### config.mk
export PLATFORM = sky130hd
export DESIGN_NAME = ff_bank
export DESIGN_NICKNAME = d
export VERILOG_FILES = /design/src/rtl/ff_bank.sv
export SDC_FILE = /design/constraint.sdc
export NUM_CORES = 1
export LEC_CHECK = 0
export BUFFER_PORTS_ARGS = -buffer_cell sky130_fd_sc_hd__buf_2
export CORE_MARGIN = 4
export CORE_UTILIZATION = 55
export CTS_BUF_LIST = sky130_fd_sc_hd__clkbuf_8 sky130_fd_sc_hd__clkbuf_16
export DETAILED_ROUTE_END_ITERATION = 6
export HOLD_SLACK_MARGIN = 0.15
export MAX_ROUTING_LAYER = met4
export PLACE_DENSITY = 0.82
export SKIP_CTS_REPAIR_TIMING = 1
export SLEW_MARGIN = 0
export SYNTH_ARGS = -nofsm -noshare
export SYNTH_HDL_FRONTEND = slang
export SYNTH_SLANG_ARGS = --single-unit
### constraint.sdc
create_clock -name clk -period 7.46 [get_ports clk]
set_clock_uncertainty 0.05 [all_clocks]
set_input_delay 1.119 -clock clk [delete_from_list [all_inputs] [get_ports clk]]
set_output_delay 1.119 -clock clk [all_outputs]
set_load 0.02 [all_outputs]
### src/rtl/ff_bank.sv
// ff_bank: a bank of WIDTH storage bits. All bits follow one next-state
// rule, chosen at run time: D, T, JK or SR. The bank also provides a
// synchronous parallel load, a registered per-bit change mask, a
// saturating change counter and a sticky flag for illegal SR pairs.
//
// Ports:
//   clk      - rising-edge clock
//   rst      - asynchronous, active-high reset
//   en       - update enable for the mode rule
//   mode     - 00 = D, 01 = T, 10 = JK, 11 = SR
//   a        - D / T / J / S per bit
//   b        - K / R per bit; ignored in D and T modes
//   load     - synchronous parallel load; has priority over en
//   load_val - value loaded when load = 1
//   clr      - synchronous clear of chg_cnt and sr_err
//   q        - stored state
//   q_bar    - ~q, combinational from q
//   changed  - bits of q that changed at the last edge
//   chg_cnt  - saturating count of bit changes
//   sr_err   - sticky: an S = R = 1 pair was applied in SR mode
module ff_bank #(
    parameter int unsigned WIDTH = 8,
    parameter int unsigned CNT_W = 8
) (
    input  logic             clk,
    input  logic             rst,
    input  logic             en,
    input  logic [1:0]       mode,
    input  logic [WIDTH-1:0] a,
    input  logic [WIDTH-1:0] b,
    input  logic             load,
    input  logic [WIDTH-1:0] load_val,
    input  logic             clr,
    output logic [WIDTH-1:0] q,
    output logic [WIDTH-1:0] q_bar,
    output logic [WIDTH-1:0] changed,
    output logic [CNT_W-1:0] chg_cnt,
    output logic             sr_err
);

    typedef enum logic [1:0] {
        MODE_D  = 2'b00,
        MODE_T  = 2'b01,
        MODE_JK = 2'b10,
        MODE_SR = 2'b11
    } mode_e;

    // The popcount of up to 32 bits needs 6 bits. The sum needs one extra
    // bit beyond the wider operand, so the saturation test sees the true
    // total and never a wrapped value.
    localparam int unsigned POP_W = 6;
    localparam int unsigned SUM_W = ((CNT_W > POP_W) ? CNT_W : POP_W) + 1;
    localparam logic [SUM_W-1:0] CNT_MAX = SUM_W'({CNT_W{1'b1}});

    logic [WIDTH-1:0] state_q, state_d;
    logic [WIDTH-1:0] chg_q,   chg_d;
    logic [CNT_W-1:0] cnt_q,   cnt_d;
    logic             err_q,   err_d;

    mode_e            mode_s;
    logic [WIDTH-1:0] rule_n;
    logic [WIDTH-1:0] diff;
    logic [POP_W-1:0] pop;
    logic [SUM_W-1:0] sum;
    logic             sr_set;

    always_comb begin
        mode_s = mode_e'(mode);
        rule_n = state_q;
        unique case (mode_s)
            MODE_D:  rule_n = a;
            MODE_T:  rule_n = state_q ^ a;
            // JK: set where J, clear where K, toggle where both are high.
            MODE_JK: rule_n = (a & ~state_q) | (~b & state_q);
            // SR: an S = R = 1 pair holds the bit.
            MODE_SR: rule_n = (a & ~b) | (state_q & ~(a ^ b)) | (state_q & a & b);
            default: rule_n = state_q;
        endcase
    end

    always_comb begin
        if (load) begin
            state_d = load_val;
        end else if (en) begin
            state_d = rule_n;
        end else begin
            state_d = state_q;
        end

        diff  = state_d ^ state_q;
        chg_d = diff;

        pop = '0;
        for (int unsigned i = 0; i < WIDTH; i++) begin
            pop = pop + {{(POP_W-1){1'b0}}, diff[i]};
        end

        sum = SUM_W'(cnt_q) + SUM_W'(pop);
        if (clr) begin
            cnt_d = '0;
        end else if (sum > CNT_MAX) begin
            cnt_d = '1;
        end else begin
            cnt_d = sum[CNT_W-1:0];
        end

        // If a set condition and clr occur in the same cycle, the set wins.
        sr_set = !load && en && (mode_s == MODE_SR) && (|(a & b));
        err_d  = sr_set | (err_q & ~clr);
    end

    always_ff @(posedge clk or posedge rst) begin
        if (rst) begin
            state_q <= '0;
            chg_q   <= '0;
            cnt_q   <= '0;
            err_q   <= 1'b0;
        end else begin
            state_q <= state_d;
            chg_q   <= chg_d;
            cnt_q   <= cnt_d;
            err_q   <= err_d;
        end
    end

    assign q       = state_q;
    assign q_bar   = ~state_q;
    assign changed = chg_q;
    assign chg_cnt = cnt_q;
    assign sr_err  = err_q;

endmodule
==> flow_summary.json <==
{
  "grt_pass1_wl_um": 10360,
  "ys_warn_count": 0,
  "leakagePower_uw": 0.001434,
  "fin_crit_ns": 5.059,
  "fin_area_sq_um": 2873,
  "arrival_ns": 5.16,
  "max-vdd-ir-drop_v": 0.00009576,
  "first_pass_iters": 5,
  "slew_viol_final": 0,
  "cts_buffers": 3,
  "yosysTopAreaCellShare": 0.2440,
  "cts_buffer_depth": 2,
  "required_ns": 7.56,
  "core_sq_um": 4444,
  "synthFlopType": "dfrtp_1",
  "slew-limit-headroom": 0.3701,
  "overflow": 0,
  "setup_viol": 0,
  "post-synth-top-count-cell": "inv_1",
  "synth_edf_count": 0,
  "nets": 408,
  "max_freq_mhz": 197.7,
  "synth.net_count": 362,
  "grt_antenna_before_repair": 0,
  "gr-usage-all-layers": 0.2153,
  "die_x_um": 76.28,
  "vias": 2361,
  "cp-start-kind": "input pin",
  "htreeDepth": 1,
  "synth_area_leaders": "dfrtp_1, ha_1, inv_1",
  "port_buffers": 63,
  "routed_via_density": 6.008,
  "async_reset_ff_frac": 1.000,
  "hold_slack_ns": 0.4694,
  "syn-cell-area_sq_um": 2564,
  "area_growth_pct": 12.05,
  "start_util": 0.5769,
  "yosys.area.top_type": "dfrtp_1",
  "clock_latency_ns": 0.27,
  "status": "finished clean",
  "p_per_area_nw_per_um2": 204.6,
  "initialDrtViolationCount": 245,
  "drc": 0,
  "pre_cts_ws_ns": 2.135,
  "layout-drive-gt1-share": 0.2346,
  "finalPower_uw": 587.8,
  "ys_top_cells_by_count": "inv_1, ha_1, dfrtp_1",
  "rsz0062_at_grt": "false",
  "syn_inst": 296,
  "place_congestion": 0.8672,
  "drv_cap": 0,
  "cts_sinks": 25,
  "hpwl_um": 4554,
  "crit_type": "in -> reg",
  "rows": 24,
  "die_area_sq_um": 5818,
  "placed_cell_area_sq_um": 2824,
  "min_path_type": "reg -> reg",
  "crit_fanout": 18,
  "root_buffer": "clkbuf_8",
  "grt_pass1_vias": 2274,
  "avgSynthCellArea_sq_um": 8.661,
  "insertedDiodeCount": 0,
  "worst_slack_ns": 2.401,
  "drtAntennaViolNets": 0,
  "cts_tree": "built",
  "grt_max_degree": 39,
  "wl_um": 5920,
  "ys_seq_area_frac": 0.2440,
  "crit_path_end_kind": "flip-flop",
  "setup_tns_ns": 0,
  "clk_pin_slew_worst_paths_ns": 0.09,
  "fp.dieH_um": 76.28,
  "worst_pin_slew_ns": 0.9437,
  "ys_types": 46,
  "finalCritPeriodShare": 0.6781,
  "ios": 64,
  "yosys_register_bits": 25,
  "hold_viol_final": 0,
  "wl_per_cell_um": 15.06,
  "fillers": 380
}
[registers in the layout, indices dropped and copies added, names as in the netlist]
| signal | flops |
|---|---|
| changed | 8 |
| chg_cnt | 8 |
| sr_err | 1 |
| q | 8 |
[report_power, final]
part           switching [uW]  internal, uW
clock                    47.2          37.9
combinational             188           136
sequential               21.3           157
[metal layers]
metal	global-route usage	up-vias	wire [um]
li1	-	1168	-
met1	0.2943	1102	2740
met2	0.3366	83	2751
met3	0.02364	8	337
met4	0.06703	0	90
met5	-	-	0
[cell type report]
cell class	instances	area, sq um	area share
tap	52	65.06	0.02265
multi-input combinational	214	1683	0.5858
timing repair buffer	64	322.8	0.1124
inverter	34	127.6	0.04442
clock inverter	1	7.507	0.002613
sequential	25	625.6	0.2178
clock buffer	3	41.29	0.01437
[final timing paths]
| check | startpoint | endpoint | slack [ns] | cells after the start |
|---|---|---|---|---|
| min in group asynchronous | rst | q[3] | 0.99 | 2 |
| max reg2reg | q[2] | chg_cnt[5] | 3.01 | 15 |
| max in group asynchronous | rst | chg_cnt[7] | 5.79 | 2 |
| max | en | chg_cnt[5] | 2.40 | 15 |
| min | sr_err | sr_err | 0.47 | 2 |
| min reg2reg | sr_err | sr_err | 0.47 | 2 |
[cell usage in the layout (no fill, tap or decap), types with 10 or more instances in the layout]
| cell type | synthesis | final |
|---|---|---|
| buf_2 | 3 | 63 |
| inv_1 | 34 | 34 |
| ha_1 | 30 | 30 |
| dfrtp_1 | 25 | 25 |
| a21oi_1 | 20 | 20 |
| nand3_1 | 15 | 15 |
| nand2_1 | 12 | 12 |
| nor2_1 | 10 | 10 |
[logic make-up after synthesis]
group,synth area share
adders and majority gates,0.1855
AOI/OAI and AO/OA,0.2367
buffers and inverters,0.09955
DFF,0.2440
xor gates and xnor gates,0.02733
and+or+nand+nor,0.1986
muxes,0.008297
[through the flow]
step / std cells / util
3_5_place_dp: 389 / 0.6354
3_3_place_gp: 389 / 0.6354
5_1_grt: 393 / 0.6464
4_1_cts: 393 / 0.6464
2_1_floorplan: 296 / -
6_report: 393 / 0.6464
[critical path: stages]
cell      delay, ns
buf_2          0.27
nor2b_1        0.47
nand3_1        0.13
a21o_1         0.18
and3_1         0.17
fa_1           0.53
fa_1           0.43
fa_1           0.52
fa_1           0.18
inv_1          0.05
fa_1           0.39
a21o_1         0.19
a21o_1         0.23
nand2b_1       0.19
a31oi_1        0.11
Note: power is estimated with default switching activity, not from simulation.
